[config.mk]
export PLATFORM = sky130hd
export DESIGN_NAME = la_vpolrx
export DESIGN_NICKNAME = d
export VERILOG_FILES = /design/src/rtl/la_vpol_pkg.sv /design/src/rtl/la_polrx_lane.sv /design/src/rtl/la_vpolrx.sv
export SDC_FILE = /design/constraint.sdc
export NUM_CORES = 1
export LEC_CHECK = 0
export BUFFER_PORTS_ARGS = -buffer_cell sky130_fd_sc_hd__buf_4
export CAP_MARGIN = 20
export CORE_AREA = 4 4 49 51
export CTS_CLUSTER_SIZE = 16
export DETAILED_ROUTE_END_ITERATION = 12
export DIE_AREA = 0 0 53 55
export HOLD_SLACK_MARGIN = 0.15
export PLACE_DENSITY = 0.78
export SYNTH_ARGS = -nofsm -noshare
export SYNTH_HDL_FRONTEND = slang
export SYNTH_SLANG_ARGS = --single-unit
export TNS_END_PERCENT = 20
[constraint.sdc]
create_clock -name clk -period 2.6 [get_ports clk]
set_clock_uncertainty 0.15 [all_clocks]
set_input_delay 0.26 -clock clk [delete_from_list [all_inputs] [get_ports clk]]
set_output_delay 0.26 -clock clk [all_outputs]
set_load 0.01 [all_outputs]
[src/rtl/la_vpol_pkg.sv]
// la_vpol_pkg: shared lane-FSM state encoding for the polarity receiver
package la_vpol_pkg;

    typedef enum logic [1:0] {
        ST_SEARCH  = 2'd0,
        ST_CONFIRM = 2'd1,
        ST_LOCKED  = 2'd2
    } state_e;

endpackage

[src/rtl/la_polrx_lane.sv]
// la_polrx_lane: one lane of the polarity receiver (training-word search, confirm, lock)
module la_polrx_lane
    import la_vpol_pkg::*;
#(
    parameter int             W       = 8,
    parameter logic [W-1:0]   PATTERN = 8'hB4,
    parameter int             MATCHES = 4,
    parameter                 PROP    = "DEFAULT"
) (
    input  logic clk,
    input  logic nreset,
    input  logic train_i,
    input  logic retrain_i,
    input  logic a_i,
    output logic z_o,
    output logic inv_o,
    output logic locked_o
);

    localparam int CW = $clog2(MATCHES + 1);
    localparam int PW = $clog2(W);

    logic [W-1:0]  sr_q;
    logic          z_q;
    state_e        state_q, state_d;
    logic          cand_q, cand_d;
    logic [CW-1:0] cnt_q, cnt_d;
    logic [PW-1:0] phase_q, phase_d;
    logic          inv_q, inv_d;
    logic          locked_q, locked_d;

    logic          hit_p, hit_n, hit_cand;
    logic [CW-1:0] cnt_inc;

    // Hits are judged on the registered shift register, one cycle behind the pin.
    assign hit_p    = (sr_q == PATTERN);
    assign hit_n    = (sr_q == ~PATTERN);
    assign hit_cand = cand_q ? hit_n : hit_p;
    assign cnt_inc  = cnt_q + CW'(1);

    // Datapath: the shift register and corrected output run regardless of train.
    always_ff @(posedge clk or negedge nreset) begin
        if (!nreset) begin
            sr_q <= '0;
            z_q  <= 1'b0;
        end else begin
            sr_q <= {sr_q[W-2:0], a_i};
            z_q  <= a_i ^ inv_q;
        end
    end

    // Next-state: retrain wins over everything, otherwise the FSM only moves while training.
    always_comb begin
        state_d  = state_q;
        cand_d   = cand_q;
        cnt_d    = cnt_q;
        phase_d  = phase_q;
        inv_d    = inv_q;
        locked_d = locked_q;
        if (retrain_i) begin
            state_d  = ST_SEARCH;
            locked_d = 1'b0;
            cnt_d    = '0;
            phase_d  = '0;
        end else if (train_i) begin
            case (state_q)
                ST_SEARCH: begin
                    if (hit_p || hit_n) begin
                        if (MATCHES == 1) begin
                            state_d  = ST_LOCKED;
                            inv_d    = hit_n;
                            locked_d = 1'b1;
                        end else begin
                            state_d = ST_CONFIRM;
                            cand_d  = hit_n;
                            cnt_d   = CW'(1);
                            phase_d = '0;
                        end
                    end
                end
                ST_CONFIRM: begin
                    phase_d = phase_q + PW'(1);
                    if (phase_q == PW'(W - 1)) begin
                        if (hit_cand) begin
                            cnt_d   = cnt_inc;
                            phase_d = '0;
                            if (cnt_inc == CW'(MATCHES)) begin
                                state_d  = ST_LOCKED;
                                inv_d    = cand_q;
                                locked_d = 1'b1;
                            end
                        end else begin
                            state_d = ST_SEARCH;
                            cnt_d   = '0;
                            phase_d = '0;
                        end
                    end
                end
                ST_LOCKED: ;
                default: state_d = ST_SEARCH;
            endcase
        end
    end

    // FSM and status registers.
    always_ff @(posedge clk or negedge nreset) begin
        if (!nreset) begin
            state_q  <= ST_SEARCH;
            cand_q   <= 1'b0;
            cnt_q    <= '0;
            phase_q  <= '0;
            inv_q    <= 1'b0;
            locked_q <= 1'b0;
        end else begin
            state_q  <= state_d;
            cand_q   <= cand_d;
            cnt_q    <= cnt_d;
            phase_q  <= phase_d;
            inv_q    <= inv_d;
            locked_q <= locked_d;
        end
    end

    assign z_o      = z_q;
    assign inv_o    = inv_q;
    assign locked_o = locked_q;

endmodule

[src/rtl/la_vpolrx.sv]
// la_vpolrx: N independent lane-polarity receivers
module la_vpolrx
    import la_vpol_pkg::*;
#(
    parameter int           N       = 1,
    parameter int           W       = 8,
    parameter logic [W-1:0] PATTERN = 8'hB4,
    parameter int           MATCHES = 4,
    parameter               PROP    = "DEFAULT"
) (
    input  logic         clk,
    input  logic         nreset,
    input  logic         train,
    input  logic         retrain,
    input  logic [N-1:0] a,
    output logic [N-1:0] z,
    output logic [N-1:0] inv,
    output logic [N-1:0] locked
);

    for (genvar i = 0; i < N; i++) begin : g_lane
        la_polrx_lane #(
            .W       (W),
            .PATTERN (PATTERN),
            .MATCHES (MATCHES),
            .PROP    (PROP)
        ) u_lane (
            .clk       (clk),
            .nreset    (nreset),
            .train_i   (train),
            .retrain_i (retrain),
            .a_i       (a[i]),
            .z_o       (z[i]),
            .inv_o     (inv[i]),
            .locked_o  (locked[i])
        );
    end

endmodule

# --- After elaboration in Yosys (flattened, before gate mapping) ---
# Index checks and enable logic that the tools add are counted.
op_classes:
  n_addsub: 2
  n_eq_ne: 10
  muxes: 25
  n_bitwise: 2
  n_reduce_logical: 14
op_table:
  columns: ["operator", "count"]
  rows:
  - ["$mux 3", 9]
  - ["$mux 2", 6]
  - ["$pmux 3 s2", 2]
  - ["$reduce_and 5->1", 2]
  - ["$reduce_bool 2->1", 5]
  - ["$eq 8x7->1 const B", 1]
  - ["$eq 8x8->1 const B", 1]
  - ["$reduce_and 4->1", 2]
  - ["$mux 1", 7]
  - ["$add 3x1->3 const B", 2]
  - ["$eq 3x3->1 const B", 2]
  - ["$ne 3x2->1 const B", 2]
  - ["$pmux 2 s3", 1]
  - ["$reduce_and 6->1", 1]
  - ["$ne 4x4->1 const B", 1]
  - ["$reduce_and 3->1", 1]
  - ["$reduce_bool 3->1", 1]
  - ["$eq 2x1->1 const B", 1]
  - ["$eq 2x2->1 const B", 1]
  - ["$logic_not 2->1", 1]
  - ["$ne 2x2->1 const B", 1]
  - ["$logic_or 1x1->1", 1]
  - ["$not 1->1", 1]
  - ["$xor 1x1->1", 1]
word_totals:
  register_bits: 20
  in_bits: 5
  out_inout_bits: 3
  word_cells: 61

# --- Depth between registers and ports, before layout ---
# Gate-level depths: netlist (run 1).
depth:
  word_depth: 8
  ltp_mapped: 7
  depth_no_buf: 6

# --- Worst setup path after synthesis (run 1) ---
# Ideal clock, no wire load.
synth_path:
  path_type: "reg2reg"
  start: "reg g_lane[0].u_lane.phase_q[0]"
  end: "reg g_lane[0].u_lane.state_q[0]"
  setup_time_ps: 126
  arrival_time_ps: 1691
  required_time_ps: 2324
  slack_ps: 633
  stages_incl_launch_ff: 8
  n_path_buf: 1
  synth_period_minus_slack_ps: 1967
  path_cell_list: "dfrtp_1 -> ha_1 -> ha_1 -> clkbuf_2 -> or2_0 -> a31oi_1 -> nor2_1 -> a221o_1"
synth_between:
  elab_chain_len: 3
synth_rtl:
  columns: ["item", "line", "text"]
  rows:
  - ["from (decl)", "la_polrx_lane.sv:28", "logic [PW-1:0] phase_q, phase_d;"]
  - ["from (signal assigned)", "la_polrx_lane.sv:118", "phase_q <= phase_d;"]
  - ["$eq 3x3->1", "la_polrx_lane.sv:83", "if (phase_q == PW'(W - 1)) begin"]
  - ["$ne 3x2->1 (no source line)", null, null]
  - ["$reduce_and 5->1 (no source line)", null, null]
  - ["to (signal assigned)", "la_polrx_lane.sv:115", "state_q <= state_d;"]
  - ["to (decl)", "la_polrx_lane.sv:25", "state_e state_q, state_d;"]
# Every way passes these cells.
# A chain may end at the register's enable or synchronous reset.

# --- Final worst setup path (run 1) ---
layout_path:
  start: "reg g_lane[0].u_lane.sr_q[4]"
  end: "reg g_lane[0].u_lane.inv_q"
layout_between:
  elab_chain_len: 3
  word_cells_on_any_way: 4
  cone_classes: "eq/ne (2); mux (1); reduce/logical (1)"
layout_rtl:
  columns: ["item", "line", "text"]
  rows:
  - ["from (decl)", "la_polrx_lane.sv:23", "logic [W-1:0] sr_q;"]
  - ["from (signal assigned)", "la_polrx_lane.sv:47", "sr_q <= {sr_q[W-2:0], a_i};"]
  - ["$eq 8x8->1 or $eq 8x7->1 (tied branches)", "la_polrx_lane.sv:36, la_polrx_lane.sv:37", null]
  - ["$mux 1 (*)", "la_polrx_lane.sv:38", "assign hit_cand = cand_q ? hit_n : hit_p;"]
  - ["$reduce_and 6->1 (no source line) (*)", null, null]
  - ["to (signal assigned)", "la_polrx_lane.sv:119", "inv_q <= inv_d;"]
  - ["to (decl)", "la_polrx_lane.sv:29", "logic inv_q, inv_d;"]
# Mark *: on every way between the ends. The rest lies on a longest branch, timed or not.

==> summary.md, run 1 <==
| Metric | Value |
|---|---|
| Worst-skew pair later-pin latency | approximately 0.3 ns |
| Die width | 53 µm |
| R2R setup slack | approximately 0.48 ns |
| Core area | just under 2000 µm² |
| Peak VDD IR | between 0.4 and 0.5 mV |
| Critical-path cell list | nor4b_2, or3b_4, a21oi_4, nand4_2, mux2_4 |
| Worst hold path class | input pin to async pin |
| Final period util | 81.71% |
| Routed vias/inst | about 5.4 |
| Final Hold Viols | 0 |
| Final critical-path required period | 2.124 ns |
| Fin cells | 127 |
| Max cap viols | 0 |
| Final routed DRC violation total | 0 |
| Global routing usage on met2 | about a quarter |
| Post-Syn Area | between 900 and 1000 µm² |
| CP required | around 2.7 ns |
| Antenna Nets Post-Route | 0 |
| Routed WL per cell | between 10 and 15 µm |
| CTS root buf | clkbuf_4 |
| Clock Sinks | 20 |
| PostCTS Resize Cnt | 0 |
| Cell count after synthesis | between 80 and 90 |
| LEAKAGE | 0.5343 nW |
| Critical Path Fanout Max | 6 |
| Clk buf depth | 2 |
| Unrepaired setup endpoints after global routing | false |
| Synth Register Bits | 20 |
| Largest cells by area after synthesis | dfrtp_1 (52%), ha_1 (5.2%), o21ai_0 (3.6%), nand2_1 (3.1%), nor2b_1 (2.6%) |
| Launching point of the worst reg2reg path | g_lane[0].u_lane.sr_q[4] |
| Critical path startpoint category | flop |
| Router iterations before antenna repair | 4 |
| Initial antenna violation count | 0 |
| R2R depth | 5 |
| Via count | between 600 and 700 |
| Status | completed |
| Number of global-route vias before repair | around 720 |
| Final net count | 110 |
| Setup TNS | 0 ns |
| Share of post-route cells with drive strength above 1 | between 15 and 20% |
| Slew Limit Fails | 0 |
| Grt met1 use | slightly below 20% |
| Async SR Flop Fraction | 100.0% |
| WP data arrival | approximately 2.2 ns |
| FF-to-FF End | g_lane[0].u_lane.inv_o |
| Share of the synthesized area in the top cell type | around half |
| WS Path Type | flop to flop |
| Post-place setup slack | roughly 0.48 ns |
| Area delta synth->final | 17.66% |
| Placed instance count | approximately 120 |
| First-pass GRT wire length | around 3200 µm |
| Final setup fails | 0 |
| Deepest level of the CTS H-tree | 1 |
| Drt total wl | around 1700 µm |
| Initial Utilization | about half |
| Slowest-stage cell, CP | or3b_4 |
| Num CTS Buffers | 3 |
| Main flop type after synthesis | dfrtp_1 |
| Tightest Pin Transition | a little over 0.4 ns |
| Rel. slew slack | just over 70% |
| Row count | 16 |
| YS warnings | 0 |
| Layer with the highest usage | met2 |
| P per Cell Area | ~550 nW/µm² |
| Number of DRC markers in iteration 0 | 3 |
| Die area | 2915 µm² |
| Post-synth EDFFs | 0 |
| Post-Syn Area per Cell | ~11 µm² |
| Post-route setup slack | ~0.48 ns |
| Die Ht | approximately 55 µm |
| Met3 usage | 2.413% |
| Slowest stage delay, CP | ~0.44 ns |
| CTS tree | done |
| Diodes inserted | 0 |
| I/O Buffers | 7 |
| CP Capture Type | flop |
| Maximum clock rate | 470.7 MHz |
| Mapped Nets | 96 |
| IO Pins | 8 |
| Pin count of the biggest net entering global routing | 21 |
| GRT Util Overall | ~16% |
| Seq/Total Area, Yosys | approximately half |
| Global placement routability congestion | 0.8481 |
| GRT overflow | 0 |
| Cell taking the most area after synthesis | dfrtp_1 |
| Final HPWL DP | around 1200 µm |
| Yosys cell types | 34 |
| Filler instances | approximately 170 |
| Reg clk slew, reported paths | 0.11 ns |
==> metal layers <==
metal  wire, µm  vias up  share of wire [%]
met5          0        -                  0
met4         51        0                3.0
met3         50        4                2.9
met2        806       14                 47
met1        806      331                 47
li1           -      340                  -
==> worst max path at each step <==
stage	end	startpoint	cells past startpoint
3_5_place_dp	g_lane[0].u_lane.inv_o	g_lane[0].u_lane.sr_q[4]	5
3_3_place_gp	g_lane[0].u_lane.inv_o	g_lane[0].u_lane.sr_q[4]	5
6_report	g_lane[0].u_lane.inv_o	g_lane[0].u_lane.sr_q[4]	5
4_1_cts	g_lane[0].u_lane.inv_o	g_lane[0].u_lane.sr_q[4]	5
5_1_grt	g_lane[0].u_lane.inv_o	g_lane[0].u_lane.sr_q[4]	5
2_1_floorplan	g_lane[0].u_lane.state_q[0]	g_lane[0].u_lane.phase_q[0]	7
==> worst max-delay path, delay by kind of cell (launching register included) <==
family / cells / cell delay (ns)
AO/OA/AOI/OAI: 1 / 0.22
AND/OR/NAND/NOR: 3 / 0.90
multiplexers: 1 / 0.32
flip-flops: 1 / 0.43
==> registers in the layout (all words and copies together) (netlist names) <==
register                cells
g_lane.u_lane.state_q       2
g_lane.u_lane.cand_q        1
g_lane.u_lane.z_o           1
g_lane.u_lane.locked_o      1
g_lane.u_lane.cnt_q         3
g_lane.u_lane.sr_q          8
g_lane.u_lane.phase_q       3
g_lane.u_lane.inv_o         1
==> cell families (layout without fill, tap and decap cells) <==
| group | after synthesis | after routing | share of synthesized area, % |
|---|---|---|---|
| xor+xnor | 1 | 1 | 0.9093 |
| flops | 20 | 20 | 51.95 |
| fa+ha+maj | 4 | 4 | 5.195 |
| buf+inv | 7 | 20 | 2.856 |
| simple gates | 36 | 36 | 22.73 |
| mux | 1 | 1 | 1.558 |
| compound gates | 18 | 18 | 14.80 |
==> power breakdown <==
part	switching [mW]	leakage [nW]	internal, mW
Clock	0.0976	0.0279	0.156
Sequential	0.00905	0.256	0.321
Combinational	0.0217	0.250	0.0187
==> layout by cell type, fill, tap and decap left out, drive strengths merged, types with 2 or more instances in the layout <==
cell and instances:
nand2b 2, nand2 8, dlygate4sd3 4, a31oi 2
o31ai 2, buf 7, nor2b 4, clkbuf 3
o21ai 8, nor2 4, inv 5, a21o 2
nand4b 2, nand3 2, nor4b 2, ha 4
dfrtp 20, or2 2, nor3 3, nand4 3
==> timing repair <==
action,in CTS,in global routing
hold buffers,4,0
setup endpoints to repair,0,0
setup buffers,0,0
endpoints found under the hold margin,25,0
==> stage by stage <==
step | hold slack (ns) | area, µm² | power (mW) | utilization (%)
finish | 0.2022 | 1134 | 0.6242 | 58.38
global route | 0.2071 | 1134 | 0.6514 | 58.38
CTS | 0.2060 | 1134 | 0.6303 | 58.38
detailed placement | 0.003000 | 1041 | 0.3727 | 53.61
global placement | -0.002615 | 1041 | 0.3715 | 53.61
floorplan | -0.1856 | 963.4 | 0.3539 | -
==> area by class of cell <==
type	count	area [µm²]	area share, %
Clock buffer	3	22.52	1.987
Tap cell	27	33.78	2.980
Inverter	5	18.77	1.656
Clock inverter	1	30.03	2.649
Multi-Input combinational cell	60	435.4	38.41
Sequential cell	20	500.5	44.15
Timing Repair Buffer	11	92.59	8.168
==> cells in the mapped netlist, types with 2 or more instances <==
cell type	n
nand4_1	2
nor2_1	4
ha_1	4
nand3_1	2
nand2b_1	2
nor2b_1	4
nand2_1	8
nand4b_1	2
inv_1	5
nor3_1	3
a21o_1	2
o21ai_0	7
a31oi_1	2
dfrtp_1	20
Note: power is estimated with default switching activity, not from simulation.
==> run 2: changes to the inputs <==
--- a/config.mk
+++ b/config.mk
@@ -12,7 +12,7 @@
 export DETAILED_ROUTE_END_ITERATION = 12
 export DIE_AREA = 0 0 53 55
 export HOLD_SLACK_MARGIN = 0.15
-export PLACE_DENSITY = 0.78
+export PLACE_DENSITY = 0.81
 export SYNTH_ARGS = -nofsm -noshare
 export SYNTH_HDL_FRONTEND = slang
 export SYNTH_SLANG_ARGS = --single-unit
==> constraint.sdc (replaced) <==
create_clock -name clk -period 1.9 [get_ports clk]
set_clock_uncertainty 0.15 [all_clocks]
set_input_delay 0.19 -clock clk [delete_from_list [all_inputs] [get_ports clk]]
set_output_delay 0.19 -clock clk [all_outputs]
set_load 0.01 [all_outputs]
==> run 2 against run 1 <==
The run now ends with negative setup slack left. Final area grew 13%. Power grew 42%. Via count is 21% higher. Count of clock-buffer cells in the layout did not move. Maximum frequency up 5.6%. Utilization grew 7.6 points. Clock power grew 39%. Setup slack got worse by 0.59 ns. Sequential power rose by 38%. Highest routed layer unchanged.
==> summary.md, run 2 (synthesis results as in run 1) <==
| Metric | Value |
|---|---|
| Final Instance Area | 1281 µm² (was 1134 µm²) |
| Largest register FFs | 8 (unchanged) |
| Post-route setup slack | -0.1117 ns (was 0.4757 ns) |
| Reg clk slew, reported paths | 0.12 ns (was 0.11 ns) |
| Share of post-route cells with drive strength above 1 | 29.20% (was 18.00%) |
| Final Hold Viols | 0 (unchanged) |
| CTS tree | done (unchanged) |
| Diodes inserted | 0 (unchanged) |
| Hold path cells | 4 |
| Final net count | 123 (was 110) |
| Final period util | 105.9% (was 81.71%) |
| Router iterations before antenna repair | 4 (unchanged) |
| LEAKAGE | 0.6046 nW (was 0.5343 nW) |
| Area delta synth->final | 32.99% (was 17.66%) |
| Routed vias/inst | 5.943 (was 5.425) |
| Maximum clock rate | 497.1 MHz (was 470.7 MHz) |
| Status | finished with violations (was completed) |
| Antenna Nets Post-Route | 0 (unchanged) |
| Clock Sinks | 20 (unchanged) |
| Die Ht | 55 µm (unchanged) |
| Filler instances | 133 (was 173) |
| Initial Utilization | 49.61% (unchanged) |
| Final critical-path required period | 2.012 ns (was 2.124 ns) |
| WP data arrival | 2.07 ns (was 2.17 ns) |
| CP required | 1.96 ns (was 2.65 ns) |
| Slew Limit Fails | 0 (unchanged) |
| Setup TNS | -0.1573 ns (was 0 ns) |
| I/O Buffers | 7 (unchanged) |
| IO Pins | 8 (unchanged) |
| WS Path Type | flop to flop (unchanged) |
| Clk buf depth | 2 (unchanged) |
| Top Registers | g_lane.u_lane.sr_q: 8 flops, g_lane.u_lane.cnt_q: 3 flops, g_lane.u_lane.phase_q: 3 flops (unchanged) |
| CTS root buf | clkbuf_4 (unchanged) |
| Unrepaired setup endpoints after global routing | true (was false) |
| Dpl cell area | 1115 µm² (was 1041 µm²) |
| First-pass GRT wire length | 4222 µm (was 3187 µm) |
| Hold wc startpoint | retrain |
| R2R depth | 5 (unchanged) |
| Number of DRC markers in iteration 0 | 26 (was 3) |
| Routed WL per cell | 18.12 µm (was 13.50 µm) |
| Failing checks | negative setup slack |
| Final routed DRC violation total | 0 (unchanged) |
| Deepest level of the CTS H-tree | 1 (unchanged) |
| GRT overflow | 0 (unchanged) |
| Tightest Pin Transition | 0.3998 ns (was 0.4100 ns) |
| Global placement routability congestion | 0.8443 (was 0.8481) |
| Max cap viols | 0 (unchanged) |
| Most frequent cells in the layout | dfrtp_1 (20), buf_4 (18), nand2_1 (8) (was dfrtp_1 (20), nand2_1 (8), o21ai_0 (7), buf_4 (7), inv_1 (5)) |
| Launching point of the worst reg2reg path | g_lane[0].u_lane.sr_q[5] (was g_lane[0].u_lane.sr_q[4]) |
| Setup crit start | g_lane[0].u_lane.sr_q[5] (was g_lane[0].u_lane.sr_q[4]) |
| R2R setup slack | -0.11 ns (was 0.48 ns) |
| Row count | 16 (unchanged) |
| P per Cell Area | 691.8 nW/µm² (was 550.6 nW/µm²) |
| GRT Util Overall | 20.81% (was 15.71%) |
| Critical Path Fanout Max | 2 (was 6) |
| Most flop-heavy register | g_lane.u_lane.sr_q (unchanged) |
| Die area | 2915 µm² (unchanged) |
| Most common cell after layout, fill and taps aside | dfrtp_1 (unchanged) |
| Rel. slew slack | 73.14% (was 72.38%) |
| Worst-skew pair later-pin latency | 0.31 ns (was 0.30 ns) |
| Via count | 832 (was 689) |
| Pin count of the biggest net entering global routing | 21 (unchanged) |
| Number of global-route vias before repair | 843 (was 724) |
| Fin cells | 140 (was 127) |
| CP Capture Type | flop (unchanged) |
| Critical path startpoint category | flop (unchanged) |
| Final HPWL DP | 1354 µm (was 1249 µm) |
| Num CTS Buffers | 3 (unchanged) |
| Core area | 1942 µm² (unchanged) |
| Final setup fails | 3 (was 0) |
| Initial antenna violation count | 0 (unchanged) |
| Peak VDD IR | 0.5892 mV (was 0.4971 mV) |
| Worst hold path class | input pin to flop (was input pin to async pin) |
| Placed instance count | 128 (was 119) |
| Drt total wl | 2537 µm (was 1715 µm) |
| Die width | 53 µm (unchanged) |
## run 2: cell count changes in the layout (fill, tap and decap cells not counted), sizes merged
cell,delta
buf,+11
dlygate4sd3,+2
## run 2: cell type report
class | count | area, µm² | share of cell area [%]
sequential | 20 | 500.5 | 39.06
timing repair buffer | 24 | 195.2 | 15.23
multi-input combinational | 60 | 480.5 | 37.50
tap | 27 | 33.78 | 2.637
inverter | 5 | 18.77 | 1.465
clock buffer | 3 | 22.52 | 1.758
clock inverter | 1 | 30.03 | 2.344
## run 2: what timing repair did
item	CTS	global route
endpoints found under the setup margin	2	31
hold endpoints to repair	28	0
pin swaps	2	3
hold buffers	7	0
cloned	0	0
resized for setup	0	9
buffers inserted	0	1
## run 2: layer usage
metal / global-route usage, % / part of all wire (%) / vias up / wire length [µm]
met4: 11.49 / 3.3 / 0 / 83
met1: 27.80 / 44 / 412 / 1109
met3: 3.485 / 5.5 / 11 / 140
met2: 32.23 / 47 / 41 / 1204
li1: - / - / 368 / -
met5: 0 / 0 / - / 0
## run 2: critical path: stages, from the launching register on
cell and delay, ns:
dfrtp_1 0.43, nor4b_4 0.31, or3b_4 0.43, a21oi_4 0.17
nand4_4 0.11, mux2_4 0.31
## run 2: where the power goes
| part | internal [mW] | leakage, nW | switching (mW) |
|---|---|---|---|
| sequential | 0.440 | 0.256 | 0.0145 |
| combinational | 0.0399 | 0.321 | 0.0401 |
| clock | 0.213 | 0.0279 | 0.139 |
| total | 0.693 | 0.605 | 0.193 |
## run 2: final timing paths
check / endpoint
setup / recovery: g_lane[0].u_lane.inv_o
hold / removal: g_lane[0].u_lane.cnt_q[1]
setup reg to reg: g_lane[0].u_lane.inv_o
hold reg to reg: g_lane[0].u_lane.sr_q[4]
max in group asynchronous: g_lane[0].u_lane.phase_q[2]
min in group asynchronous: g_lane[0].u_lane.z_o
## run 2: metrics by stage
stage | power [mW] | utilization [%] | setup WS [ns] | hold WS (ns)
6_report | 0.8863 | 65.98 | -0.1117 | 0.2327
2_1_floorplan | 0.4848 | - | -0.03647 | -0.2556
4_1_cts | 0.8727 | 63.72 | -0.09575 | 0.2054
3_5_place_dp | 0.5188 | 57.41 | -0.1041 | -0.07172
5_1_grt | 0.9251 | 65.98 | -0.1575 | 0.2412
3_3_place_gp | 0.5142 | 57.41 | -0.01870 | -0.07660
